==> src/rtl/multicycle_sequencer.sv <==
`default_nettype none
// ============================================================================
//  Module      : multicycle_sequencer
//  Description : Multicycle MIPS control FSM (FETCH/DECODE/EXEC/MEM/WB/HALT)
//                with memory handshake, wait timeout and retired counter.
//  Revision    : 1.0 - initial release
// ============================================================================
module multicycle_sequencer #(
    parameter int MEM_TIMEOUT = 15,
    parameter int CNT_W       = 32
) (
    input  logic             clk,
    input  logic             reset,
    input  logic [5:0]       opcode,
    input  logic [5:0]       funct,
    input  logic             zero,
    input  logic             mem_ready,
    output logic             mem_req,
    output logic             mem_we,
    output logic             ir_write,
    output logic             pc_write,
    output logic [1:0]       pc_src,
    output logic             reg_write,
    output logic [1:0]       reg_dst,
    output logic [1:0]       wb_sel,
    output logic             alu_src_b,
    output logic [5:0]       alu_op,
    output logic             halted,
    output logic             timeout,
    output logic             illegal,
    output logic [CNT_W-1:0] retired
);

    localparam logic [2:0] c_S_FETCH  = 3'd0;
    localparam logic [2:0] c_S_DECODE = 3'd1;
    localparam logic [2:0] c_S_EXEC   = 3'd2;
    localparam logic [2:0] c_S_MEM    = 3'd3;
    localparam logic [2:0] c_S_WB     = 3'd4;
    localparam logic [2:0] c_S_HALT   = 3'd5;

    localparam logic [3:0] c_I_ADD  = 4'd0;
    localparam logic [3:0] c_I_SUB  = 4'd1;
    localparam logic [3:0] c_I_SLT  = 4'd2;
    localparam logic [3:0] c_I_JR   = 4'd3;
    localparam logic [3:0] c_I_SYS  = 4'd4;
    localparam logic [3:0] c_I_NOOP = 4'd5;
    localparam logic [3:0] c_I_LW   = 4'd6;
    localparam logic [3:0] c_I_SW   = 4'd7;
    localparam logic [3:0] c_I_J    = 4'd8;
    localparam logic [3:0] c_I_JAL  = 4'd9;
    localparam logic [3:0] c_I_BNE  = 4'd10;
    localparam logic [3:0] c_I_XORI = 4'd11;
    localparam logic [3:0] c_I_ILL  = 4'd12;

    localparam logic [5:0] c_ALU_ADD  = 6'b100000;
    localparam logic [5:0] c_ALU_SUB  = 6'b100010;
    localparam logic [5:0] c_ALU_SLT  = 6'b101010;
    localparam logic [5:0] c_ALU_XOR  = 6'b100110;
    localparam logic [5:0] c_ALU_PASS = 6'b101100;

    localparam int               c_WAIT_W    = $clog2(MEM_TIMEOUT + 1);
    localparam logic [c_WAIT_W-1:0] c_WAIT_LAST = c_WAIT_W'(MEM_TIMEOUT - 1);

    logic [2:0]          r_state;
    logic [2:0]          w_next;
    logic [c_WAIT_W-1:0] r_wait;
    logic [CNT_W-1:0]    r_retired;
    logic                r_timeout;
    logic                r_illegal;
    logic [3:0]          w_cls;
    logic                w_retire;
    logic                w_set_timeout;
    logic                w_set_illegal;
    logic                w_wait_inc;
    logic                w_is_rtype;

    // Instruction class from the IR fields
    always_comb begin
        w_cls = c_I_ILL;
        case (opcode)
            6'b000000: begin
                case (funct)
                    6'b100000: w_cls = c_I_ADD;
                    6'b100010: w_cls = c_I_SUB;
                    6'b101010: w_cls = c_I_SLT;
                    6'b001000: w_cls = c_I_JR;
                    6'b001100: w_cls = c_I_SYS;
                    6'b000000: w_cls = c_I_NOOP;
                    default:   w_cls = c_I_ILL;
                endcase
            end
            6'b100011: w_cls = c_I_LW;
            6'b101011: w_cls = c_I_SW;
            6'b000010: w_cls = c_I_J;
            6'b000011: w_cls = c_I_JAL;
            6'b000101: w_cls = c_I_BNE;
            6'b001110: w_cls = c_I_XORI;
            default:   w_cls = c_I_ILL;
        endcase
    end

    assign w_is_rtype = (w_cls == c_I_ADD) || (w_cls == c_I_SUB) || (w_cls == c_I_SLT);

    always_ff @(posedge clk or posedge reset) begin
        if (reset) begin
            r_state   <= c_S_FETCH;
            r_wait    <= '0;
            r_retired <= '0;
            r_timeout <= 1'b0;
            r_illegal <= 1'b0;
        end else begin
            r_state <= w_next;
            if (w_next != r_state)
                r_wait <= '0;
            else if (w_wait_inc)
                r_wait <= r_wait + c_WAIT_W'(1);
            if (w_retire)
                r_retired <= r_retired + CNT_W'(1);
            if (w_set_timeout)
                r_timeout <= 1'b1;
            if (w_set_illegal)
                r_illegal <= 1'b1;
        end
    end

    // mem_ready wins over the wait limit when both land on the same cycle
    always_comb begin
        w_next        = r_state;
        w_retire      = 1'b0;
        w_set_timeout = 1'b0;
        w_set_illegal = 1'b0;
        w_wait_inc    = 1'b0;
        case (r_state)
            c_S_FETCH: begin
                if (mem_ready) begin
                    w_next = c_S_DECODE;
                end else if (r_wait == c_WAIT_LAST) begin
                    w_next        = c_S_HALT;
                    w_set_timeout = 1'b1;
                end else begin
                    w_wait_inc = 1'b1;
                end
            end
            c_S_DECODE: begin
                if (w_cls == c_I_SYS) begin
                    w_next   = c_S_HALT;
                    w_retire = 1'b1;
                end else begin
                    w_next = c_S_EXEC;
                end
            end
            c_S_EXEC: begin
                if (w_is_rtype || (w_cls == c_I_XORI)) begin
                    w_next = c_S_WB;
                end else if ((w_cls == c_I_LW) || (w_cls == c_I_SW)) begin
                    w_next = c_S_MEM;
                end else begin
                    w_next        = c_S_FETCH;
                    w_retire      = 1'b1;
                    w_set_illegal = (w_cls == c_I_ILL);
                end
            end
            c_S_MEM: begin
                if (mem_ready) begin
                    if (w_cls == c_I_SW) begin
                        w_next   = c_S_FETCH;
                        w_retire = 1'b1;
                    end else begin
                        w_next = c_S_WB;
                    end
                end else if (r_wait == c_WAIT_LAST) begin
                    w_next        = c_S_HALT;
                    w_set_timeout = 1'b1;
                end else begin
                    w_wait_inc = 1'b1;
                end
            end
            c_S_WB: begin
                w_next   = c_S_FETCH;
                w_retire = 1'b1;
            end
            c_S_HALT: w_next = c_S_HALT;
            default:  w_next = c_S_FETCH;
        endcase
    end

    always_comb begin
        mem_req   = 1'b0;
        mem_we    = 1'b0;
        ir_write  = 1'b0;
        pc_write  = 1'b0;
        pc_src    = 2'd0;
        reg_write = 1'b0;
        reg_dst   = 2'd0;
        wb_sel    = 2'd0;
        alu_src_b = 1'b0;
        alu_op    = c_ALU_PASS;
        halted    = 1'b0;
        case (r_state)
            c_S_FETCH: begin
                mem_req = 1'b1;
                if (mem_ready) begin
                    ir_write = 1'b1;
                    pc_write = 1'b1;
                end
            end
            c_S_EXEC: begin
                case (w_cls)
                    c_I_ADD: alu_op = c_ALU_ADD;
                    c_I_SUB: alu_op = c_ALU_SUB;
                    c_I_SLT: alu_op = c_ALU_SLT;
                    c_I_XORI: begin
                        alu_op    = c_ALU_XOR;
                        alu_src_b = 1'b1;
                    end
                    c_I_LW, c_I_SW: begin
                        alu_op    = c_ALU_ADD;
                        alu_src_b = 1'b1;
                    end
                    c_I_BNE: begin
                        alu_op = c_ALU_SUB;
                        if (!zero) begin
                            pc_write = 1'b1;
                            pc_src   = 2'd1;
                        end
                    end
                    c_I_J: begin
                        pc_write = 1'b1;
                        pc_src   = 2'd2;
                    end
                    c_I_JAL: begin
                        pc_write  = 1'b1;
                        pc_src    = 2'd2;
                        reg_write = 1'b1;
                        reg_dst   = 2'd2;
                        wb_sel    = 2'd2;
                    end
                    c_I_JR: begin
                        pc_write = 1'b1;
                        pc_src   = 2'd3;
                    end
                    default: ;
                endcase
            end
            c_S_MEM: begin
                mem_req = 1'b1;
                mem_we  = (w_cls == c_I_SW);
            end
            c_S_WB: begin
                reg_write = 1'b1;
                reg_dst   = w_is_rtype ? 2'd1 : 2'd0;
                wb_sel    = (w_cls == c_I_LW) ? 2'd1 : 2'd0;
            end
            c_S_HALT: halted = 1'b1;
            default: ;
        endcase
        // Outputs are forced low for as long as reset is held
        if (reset) begin
            mem_req   = 1'b0;
            mem_we    = 1'b0;
            ir_write  = 1'b0;
            pc_write  = 1'b0;
            pc_src    = 2'd0;
            reg_write = 1'b0;
            reg_dst   = 2'd0;
            wb_sel    = 2'd0;
            alu_src_b = 1'b0;
            alu_op    = 6'd0;
            halted    = 1'b0;
        end
    end

    assign timeout = r_timeout;
    assign illegal = r_illegal;
    assign retired = r_retired;

endmodule
`default_nettype wire

==> config.mk <==
export PLATFORM = sky130hd
export DESIGN_NAME = multicycle_sequencer
export DESIGN_NICKNAME = d
export VERILOG_FILES = /design/src/rtl/multicycle_sequencer.sv
export SDC_FILE = /design/constraint.sdc
export NUM_CORES = 1
export LEC_CHECK = 0
export ABC_CLOCK_PERIOD_IN_PS = 2250
export BUFFER_PORTS_ARGS = -buffer_cell sky130_fd_sc_hd__buf_4
export CAP_MARGIN = 20
export CORE_ASPECT_RATIO = 1.1
export CORE_MARGIN = 3
export CORE_UTILIZATION = 53
export DETAILED_ROUTE_END_ITERATION = 16
export GPL_TIMING_DRIVEN = 0
export HOLD_SLACK_MARGIN = 0.15
export PLACE_DENSITY = 0.84
export SYNTH_ARGS = -nofsm -noshare
export SYNTH_HDL_FRONTEND = slang
export SYNTH_SLANG_ARGS = --single-unit
export TNS_END_PERCENT = 100
==> constraint.sdc <==
create_clock -name clk -period 2.25 [get_ports clk]
set_input_delay 0.1125 -clock clk [delete_from_list [all_inputs] [get_ports clk]]
set_output_delay 0.1125 -clock clk [all_outputs]
set_load 0.02 [all_outputs]
==> results.ini, run 1 <==
[logic_synthesis]
post_synth.cell_area_avg_um2=9.29
ys.flop_type=dfrtp_1
ys_ff_latch=41
async_reset_ff_frac=1.00
synthMostInstantiatedCell=dfrtp_1
synth_edf_count=0
synth.top_cell.area_share=0.393
synth_seq_area_share=0.393
synthCells=281
netlist_area_um2=2610
ys.warnings.count=0
synthTopCellsByArea=dfrtp_1 (39%), xnor2_1 (7.7%), xor2_1 (4.0%)
synth.distinct_cells=58
yosysTopAreaCell=dfrtp_1
synthTopCellsByCount=dfrtp_1 (41), nand2_1 (25), xnor2_1 (23)

[placement]
gp_congestion=0.880
dp_worst_setup_slack_ns=-0.174
place_inst=401
hpwl_um=4650
port_buffers=63

[timing]
fin_crit_sh=0.920
max_slew_margin=0.433
slew_violations=0
tightest_slew_ns=0.850
timing.final.ws_setup_ns=0.181
post-route-min-period_ns=2.07
setup_viol=0
finClkSkew_ns=0.00952
fmax_mhz=483
hold_viol=0

[clocking]
cts.sinks=41
insertion_delay_ns=0.29
cts_buffer_depth=2
cts_tree=done
cts-htree-levels=2
clk_pin_slew_ns=0.08
cts_made_buffers=5
cts_root_buf=clkbuf_8

[detailed_routing]
wirelength_um=6440
wl_met1_um=2720
route.detailed.drc=0
drt_iter0_drc=89
ant_nets=0
wl_met2_um=3210
vias=2348
routed.top_layer=met4
wire_per_inst_um=15.7
vias_per_cell=5.73
first_pass_iters=4
wl_met3_um=372

[final_layout]
fin_nets=373
n_antenna_cell=0
drive_above_1_share=0.316
area_growth_pct=27.0
instances_no_fill=410
n_fill_cell=345
fin_util=0.708

[grt]
grt_pass1_vias=2298
grt_pass1_wl_um=10400
grt_overflow=0
antenna_found_initial=0
grt_max_degree=44
grt_usage=0.228

[worst_setup_path]
crit_buf_inv=1
cp_max_fo=9
crit_chain=nor3b_4 > nand2_1 > nor2_2 > a221oi_4 > buf_4 > nor4_1 > xor2_1
crit_cells=7
start_kind=flip-flop
critPathMaxStageDelay_ns=0.50
reg2reg_to=retired[21]$_DFFE_PP0P_
cpMaxStageDelayCell=dfrtp_1
r2r_cells=7
reg2reg_slack_ns=0.18
worst-setup-path-type=flip-flop to flip-flop
cp.arrival_ns=2.28
rr_startpoint=r_state[1]$_DFF_PP0_
path_delay_family=simple AND/OR/NAND/NOR gates
cp.required_ns=2.46
critPathCaptureType=flip-flop

[floorplan]
die_y_um=79.6
dieArea_um2=5800
io_pins=69
core_um2=4680
die_x_um=72.9
rows=26
initial_core_util=0.557

[run]
maxCapViolCount=0

[power_and_ir_drop]
power_mw=2.36
power_leakage_nw=1.39
power_density_nw_per_um2=713
ir_drop_mv=0.582

[outcome]
status=completed

[min_path]
hold_path.class=primary input to async pin

-- cells in the final DEF, fill, tap and decap left out, drive strengths merged, types with 4 or more instances in the layout --
master and count:
a21oi 8, clkbuf 8, or3 4, nor2b 8
and3 8, o21ai 11, nor2 21, and2 4
buf 77, inv 4, xnor2 23, nand2 27
nor3 15, nand2b 6, nand3 21, nand4 10
xor2 12, nor4 7, dfrtp 41
-- report_power, final --
part | leakage, nW | switching, mW | internal, mW | total (mW)
clock | 0.0433 | 0.256 | 0.243 | 0.499
combinational | 0.843 | 0.550 | 0.370 | 0.920
sequential | 0.509 | 0.131 | 0.815 | 0.946
total | 1.39 | 0.937 | 1.43 | 2.36
-- repair_timing --
item	in CTS	in global routing
buffers inserted	1	3
setup endpoints to repair	34	33
resized for setup	4	5
pin swaps	1	2
hold buffers	0	0
-- cell families after synthesis --
| group | share of synthesized area |
|---|---|
| AOI/OAI and AO/OA | 0.116 |
| xor gates and xnor gates | 0.117 |
| adders and majority gates | 0.0144 |
| buffers and inverters | 0.0446 |
| DFF | 0.393 |
| other | 0.00144 |
| and+or+nand+nor | 0.313 |
-- routing by layer --
metal / track usage / vias up
met3: 0.0365 / 11
met4: 0.111 / 0
met1: 0.280 / 1122
li1: - / 1140
met2: 0.386 / 75
met5: 0 / -
-- worst max-delay path by stage --
| stage | start | slack [ns] | endpoint |
|---|---|---|---|
| 4_1_cts | retired[3]$_DFFE_PP0P_ | 0.002 | retired[31]$_DFFE_PP0P_ |
| 3_5_place_dp | r_state[1]$_DFF_PP0_ | -0.17 | retired[14]$_DFFE_PP0P_ |
| 2_1_floorplan | reset | -0.05 | reg_write |
| 6_report | r_state[1]$_DFF_PP0_ | 0.18 | retired[21]$_DFFE_PP0P_ |
| 3_3_place_gp | reset | -0.28 | reg_write |
| 5_1_grt | retired[12]$_DFFE_PP0P_ | -0.008 | retired[31]$_DFFE_PP0P_ |
-- cell type report --
class | count | area [um^2] | share of cell area
buffer | 12 | 93.8 | 0.0283
clock buffer | 6 | 82.6 | 0.0249
clock inverter | 1 | 7.51 | 0.00226
inverter | 4 | 15.0 | 0.00453
multi-input combinational | 223 | 1520 | 0.457
sequential | 41 | 1030 | 0.310
tap | 56 | 70.1 | 0.0211
timing repair buffer | 67 | 503 | 0.152
-- state kept, by name, summed over array words and instances, names as in the netlist --
signal / cells
timeout: 1
retired: 32
r_wait: 4
r_state: 3
illegal: 1
-- per-stage QoR --
stage | TNS, ns | area [um^2] | hold WS, ns
after CTS | 0 | 3290 | 0.187
after global placement | -3.65 | 3160 | 0.443
final | 0 | 3320 | 0.153
after detailed placement | -2.89 | 3160 | 0.455
after global routing | -0.00841 | 3320 | 0.218
after floorplan | -0.0695 | 2620 | 0.360
Power figures use the tool's default switching activity.
==> inputs of run 2 (changes only) <==
--- a/config.mk
+++ b/config.mk
@@ -6,14 +6,14 @@
 export NUM_CORES = 1
 export LEC_CHECK = 0
-export ABC_CLOCK_PERIOD_IN_PS = 2250
+export ABC_CLOCK_PERIOD_IN_PS = 1900
 export BUFFER_PORTS_ARGS = -buffer_cell sky130_fd_sc_hd__buf_4
 export CAP_MARGIN = 20
 export CORE_ASPECT_RATIO = 1.1
 export CORE_MARGIN = 3
-export CORE_UTILIZATION = 53
+export CORE_UTILIZATION = 48
 export DETAILED_ROUTE_END_ITERATION = 16
 export GPL_TIMING_DRIVEN = 0
 export HOLD_SLACK_MARGIN = 0.15
-export PLACE_DENSITY = 0.84
+export PLACE_DENSITY = 0.81
 export SYNTH_ARGS = -nofsm -noshare
 export SYNTH_HDL_FRONTEND = slang
==> constraint.sdc (replaced) <==
create_clock -name clk -period 1.9 [get_ports clk]
set_input_delay 0.19 -clock clk [delete_from_list [all_inputs] [get_ports clk]]
set_output_delay 0.19 -clock clk [all_outputs]
set_load 0.02 [all_outputs]
==> results.ini, run 2 (same netlist as run 1, synthesis figures left out) <==
[outcome]
status=complete, but fails checks
violations=negative setup slack

[detailed_routing]
wl_met2_um=4350  ; +36%
ant_nets=0  ; unchanged
routed.top_layer=met4
wirelength_um=8330  ; +29%
wl_met3_um=376  ; +1.1%
drt_iter0_drc=204  ; +130%
vias_per_cell=5.64  ; -1.5%
wl_met1_um=3370  ; +24%
vias=2646  ; +13%
wire_per_inst_um=17.8  ; +13%
route.detailed.drc=0  ; unchanged
first_pass_iters=4  ; unchanged

[worst_setup_path]
endpoint=alu_op[2]
start_kind=primary input
crit_buf_inv=2  ; +1
cp_max_fo=10  ; +1
worst-setup-path-type=primary input to output port
critPathCaptureType=output port
crit_cells=9  ; +2
reg2reg_slack_ns=-0.16  ; -0.34 ns
setup.worst_path.start=opcode[5]
rr_startpoint=r_state[0]$_DFF_PP0_
path_delay_family=simple AND/OR/NAND/NOR gates
cp.arrival_ns=1.89  ; -0.39 ns
cp.required_ns=1.71  ; -0.75 ns
cpMaxStageDelayCell=or4_4
critPathMaxStageDelay_ns=0.55  ; +0.05 ns
crit_chain=buf_6 > nand2b_1 > or4_4 > o211ai_4 > a21o_4 > o31a_1 > a21oi_2 > nor2_1 > buf_4
r2r_cells=8  ; +1
reg2reg_to=retired[10]$_DFFE_PP0P_

[final_layout]
stdcell_area_um2=3930  ; +19%
largest_reg_flops=32  ; unchanged
fin_nets=416  ; +12%
area_growth_pct=50.7
n_antenna_cell=0  ; unchanged
mostFrequentLayoutCell=buf_4
mostFrequentLayoutCells=buf_4 (99), dfrtp_1 (37), xnor2_1 (22), nand2_1 (22), nor2_1 (17)
drive_above_1_share=0.466  ; +0.150

[floorplan]
die_x_um=76.3  ; +4.7%
initial_core_util=0.508  ; -0.0489
core_um2=5130  ; +9.6%
die_y_um=83.3  ; +4.7%
dieArea_um2=6360  ; +9.6%
io_pins=69  ; unchanged
rows=27  ; +3.8%

[timing]
fin_crit_sh=1.09
hold_viol=0  ; unchanged
setup_tns_ns=-2.55  ; -2.55 ns
whs_ns=0.315  ; +0.162 ns
tightest_slew_ns=1.03  ; +0.182 ns
post-route-min-period_ns=2.08
fmax_mhz=481
slew_violations=0  ; unchanged
setup_viol=31  ; +31
timing.final.ws_setup_ns=-0.180  ; -0.360 ns
rsz0062_at_grt=yes
max_slew_margin=0.308  ; -0.124
finClkSkew_ns=0.00790  ; -0.00162 ns

[grt]
antenna_found_initial=0  ; unchanged
grt_max_degree=22  ; -50%
grt_usage=0.227  ; -0.00104
grt_pass1_wl_um=11900  ; +14%
grt_pass1_vias=2432  ; +5.8%
grt_overflow=0  ; unchanged

[placement]
port_buffers=63  ; unchanged
gp_congestion=0.816  ; -7.2%
hpwl_um=4750  ; +2.2%
place_area_um2=3270  ; +3.3%

[min_path]
hold_path.class=primary input to flip-flop

[power_and_ir_drop]
power_mw=3.14  ; +33%
intPower_mw=1.88  ; +32%
ir_drop_mv=0.496  ; -15%
clock_power_share=0.178  ; -0.033
p_sw_mw=1.26  ; +34%
pwr-share-seq=0.354  ; -0.046
power_density_nw_per_um2=798  ; +12%
pwr-share-comb=0.468  ; +0.079
power_leakage_nw=1.65  ; +18%
swShare=0.401  ; +0.00475

[clocking]
cts-htree-levels=2  ; unchanged
cts_root_buf=clkbuf_8
clk_pin_slew_ns=0.08  ; about the same
cts_tree=done
insertion_delay_ns=0.29  ; about the same
cts_buffer_depth=2  ; unchanged
cts_made_buffers=5  ; unchanged
cts.sinks=41  ; unchanged

[run]
maxCapViolCount=0  ; unchanged

run 2: cell count changes in the layout (fill, tap and decap cells not counted), moves of 3 or more:
cell	delta
and3_1	-3
nand2_1	-3
dfrtp_1	-3
nor3_1	-6
buf_6	+7
nor3_2	+4
buf_4	+29
nand2_2	+3
and3_4	+4
nor2_1	-3
dfrtp_2	+3
run 2: worst min path at each step:
stage | cells past startpoint | slack (ns) | from | endpoint
after CTS | 3 | 0.30 | mem_ready | timeout$_DFFE_PP0P_
after detailed placement | 1 | 0.45 | illegal$_DFFE_PP0P_ | illegal$_DFFE_PP0P_
after floorplan | 2 | 0.38 | reset | illegal$_DFFE_PP0P_
after global routing | 3 | 0.32 | mem_ready | timeout$_DFFE_PP0P_
final | 3 | 0.32 | mem_ready | timeout$_DFFE_PP0P_
after global placement | 1 | 0.44 | illegal$_DFFE_PP0P_ | illegal$_DFFE_PP0P_
run 2: power by group through the flow:
stage / sequential, mW / combinational, mW / clock, mW
after floorplan: 1.13 / 0.754 / 0
after global placement: 1.08 / 1.10 / 0
after detailed placement: 1.09 / 1.12 / 0
after CTS: 1.11 / 1.17 / 0.566
after global routing: 1.13 / 1.58 / 0.601
final: 1.11 / 1.47 / 0.559
run 2: metrics by stage:
step / worst slack (ns) / utilization / std cells
2_1_floorplan: -0.219 / - / 282
3_3_place_gp: -0.557 / 0.636 / 417
3_5_place_dp: -0.581 / 0.636 / 417
4_1_cts: -0.125 / 0.709 / 446
5_1_grt: -0.338 / 0.766 / 469
6_report: -0.180 / 0.766 / 469
run 2: area by class of cell:
| cell class | instances | area (um^2) |
|---|---|---|
| Timing Repair inverter | 2 | 10.0 |
| Tap cell | 72 | 90.1 |
| Buffer | 12 | 115 |
| Multi-Input combinational cell | 223 | 1710 |
| Fill cell | 340 | 1200 |
| Timing Repair Buffer | 108 | 875 |
| Sequential cell | 41 | 1030 |
| Inverter | 4 | 18.8 |
| Clock inverter | 1 | 8.76 |
| Clock buffer | 6 | 72.6 |
run 2: worst reg2reg max path: stages (launching register included):
cell      delay, ns
dfrtp_2        0.48
nor3b_4        0.27
nand2_2        0.14
nor2_4         0.16
a221oi_4       0.08
buf_6          0.16
buf_4          0.13
nor4b_2        0.30
xor2_1         0.24
run 2: metal layers:
layer,vias to the layer above,GRT usage
li1,1224,-
met1,1299,0.276
met2,101,0.408
met3,22,0.0347
met4,0,0.0758
met5,-,0
run 2: repair_timing:
item	CTS	global route
endpoints found under the hold margin	37	0
hold buffers	2	0
resized for setup	30	24
endpoints found under the setup margin	41	43
pin swaps	14	16
setup buffers	20	22
gates cloned	2	1
==> inputs of run 3 (changes only) <==
Settings changed: GPL_TIMING_DRIVEN 0 to default, TNS_END_PERCENT 100 to default.
==> results.ini, run 3 (same netlist as run 1, synthesis figures left out) <==
[final_layout]
regArea_um2=1030  ; -0.49%
mostFrequentLayoutCell=buf_4
largest_reg_flops=32  ; unchanged
n_antenna_cell=0  ; unchanged
multi_input_area_um2=1800  ; +5.2%
fin_nets=427  ; +2.6%
area_growth_pct=60.8
fin_util=0.817  ; +0.0517
n_fill_cell=282  ; -17%
mostFrequentLayoutCells=buf_4 (107), dfrtp_1 (41), nand2_1 (21)
drive_above_1_share=0.511  ; +0.0450

[clocking]
insertion_delay_ns=0.30  ; about the same
cts_buffer_depth=2  ; unchanged
cts_made_buffers=5  ; unchanged
cts_root_buf=clkbuf_8
cts_tree=done
cts.sinks=41  ; unchanged
cts-htree-levels=2  ; unchanged
clk_pin_slew_ns=0.08  ; about the same

[power_and_ir_drop]
ir_drop_mv=0.782  ; +58%
swShare=0.407  ; +0.00648
p_sw_mw=1.37  ; +8.8%
pwr-share-comb=0.487  ; +0.019
power_density_nw_per_um2=800  ; +0.27%
clock_power_share=0.186  ; +0.008
power_mw=3.36  ; +7.0%
intPower_mw=1.99  ; +5.9%
pwr-share-seq=0.327  ; -0.027
power_leakage_nw=1.83  ; +11%

[detailed_routing]
drt_iter0_drc=228  ; +12%
wirelength_um=9110  ; +9.4%
ant_nets=0  ; unchanged
wire_per_inst_um=18.9  ; +6.7%
route.detailed.drc=0  ; unchanged
vias_per_cell=5.80  ; +2.8%
vias=2789  ; +5.4%
first_pass_iters=4  ; unchanged

[outcome]
status=complete, but fails checks
violations=negative setup slack

[grt]
grt_max_degree=43  ; +95%
grt_pass1_vias=2639  ; +8.5%
grt_overflow=0  ; unchanged
grt_usage=0.240  ; +0.0127
grt_pass1_wl_um=12500  ; +5.0%
antenna_found_initial=0  ; unchanged

[placement]
port_buffers=66  ; +4.8%
hpwl_um=5170  ; +8.9%
dp_worst_setup_slack_ns=-0.343  ; +0.238 ns
gp_congestion=0.884  ; +8.3%

[timing]
timing.final.ws_setup_ns=-0.182  ; -0.00167 ns
finClkSkew_ns=0.00715  ; -0.000749 ns
setup_viol=44  ; +42%
tightest_slew_ns=0.528  ; -0.504 ns
rsz0062_at_grt=yes
fin_crit_sh=1.10  ; about the same
fmax_mhz=480  ; about the same
slew_violations=0  ; unchanged
post-route-min-period_ns=2.08  ; +0.00167 ns
setup_tns_ns=-3.85  ; -1.30 ns
hold_viol=0  ; unchanged
max_slew_margin=0.648  ; +0.340

[floorplan]
dieArea_um2=6360  ; unchanged
rows=27  ; unchanged
initial_core_util=0.508  ; unchanged
die_x_um=76.3  ; unchanged
io_pins=69  ; unchanged
core_um2=5130  ; unchanged
die_y_um=83.3  ; unchanged

[worst_setup_path]
cp.arrival_ns=1.89  ; about the same
worst-setup-path-type=primary input to output port
cp.required_ns=1.71  ; about the same
critPathCaptureType=output port
start_kind=primary input
cp_max_fo=4  ; -6

[min_path]
hold_path.class=primary input to async pin

[run]
maxCapViolCount=0  ; unchanged

-- run 3: changes by cell type in the layout (fill, tap and decap cells not counted), sizes merged --
cell,change
buf,+15
clkinvlp,-2
clkinv,+1
dlygate4sd3,-2
-- run 3: per-layer routing --
| metal | global-route usage | part of all wire | vias up |
|---|---|---|---|
| met5 | 0 | 0 | - |
| met4 | 0.0923 | 0.034 | 0 |
| met3 | 0.0456 | 0.065 | 24 |
| met2 | 0.419 | 0.52 | 127 |
| met1 | 0.291 | 0.38 | 1387 |
| li1 | - | - | 1251 |
-- run 3: final timing paths --
kind | from | endpoint | slack (ns) | cells after the start
max in group asynchronous | reset | r_wait[1]$_DFFE_PP0P_ | 1.38 | 3
min in group clk | mem_ready | timeout$_DFFE_PP0P_ | 0.31 | 3
setup reg to reg | r_state[0]$_DFF_PP0_ | retired[23]$_DFFE_PP0P_ | -0.05 | 7
hold reg to reg | timeout$_DFFE_PP0P_ | timeout$_DFFE_PP0P_ | 0.48 | 1
setup / recovery | opcode[0] | alu_op[3] | -0.18 | 10
hold / removal | reset | r_state[0]$_DFF_PP0_ | 0.15 | 3
-- run 3: layout make-up --
cell class,instances,area share
multi-input cells,223,0.429
clock inverters,2,0.00328
clock buffers,6,0.0197
repair buffers,133,0.278
well taps,72,0.0215
flip-flops and latches,41,0.244
inverters,4,0.00447
-- run 3: power by group through the flow --
stage	clock, mW	combinational, mW	sequential (mW)
after floorplan	0	0.754	1.13
after global routing	0.663	1.73	1.11
after detailed placement	0	1.25	1.09
final	0.624	1.64	1.10
after global placement	0	1.21	1.08
after CTS	0.616	1.31	1.07
-- run 3: repair_timing --
item                                    CTS  global route
resized for setup                        40            37
pin swaps                                18            23
endpoints found under the setup margin   24            44
setup buffers                             8             3
hold endpoints to repair                 40             0
cloned                                    0             3
-- run 3: worst max-delay path: stages --
cell	delay (ns)
buf_8	0.10
nor4_4	0.30
nand4b_1	0.18
buf_6	0.17
o211ai_4	0.23
buf_6	0.14
buf_6	0.10
o211ai_1	0.11
a21oi_1	0.19
buf_4	0.17
-- run 3: through the flow --
stage | std cells | hold slack, ns | area (um^2)
final | 481 | 0.154 | 4200
after global routing | 481 | 0.220 | 4200
after CTS | 475 | 0.141 | 3940
after detailed placement | 459 | 0.453 | 3600
after global placement | 459 | 0.443 | 3600
after floorplan | 282 | 0.376 | 2710
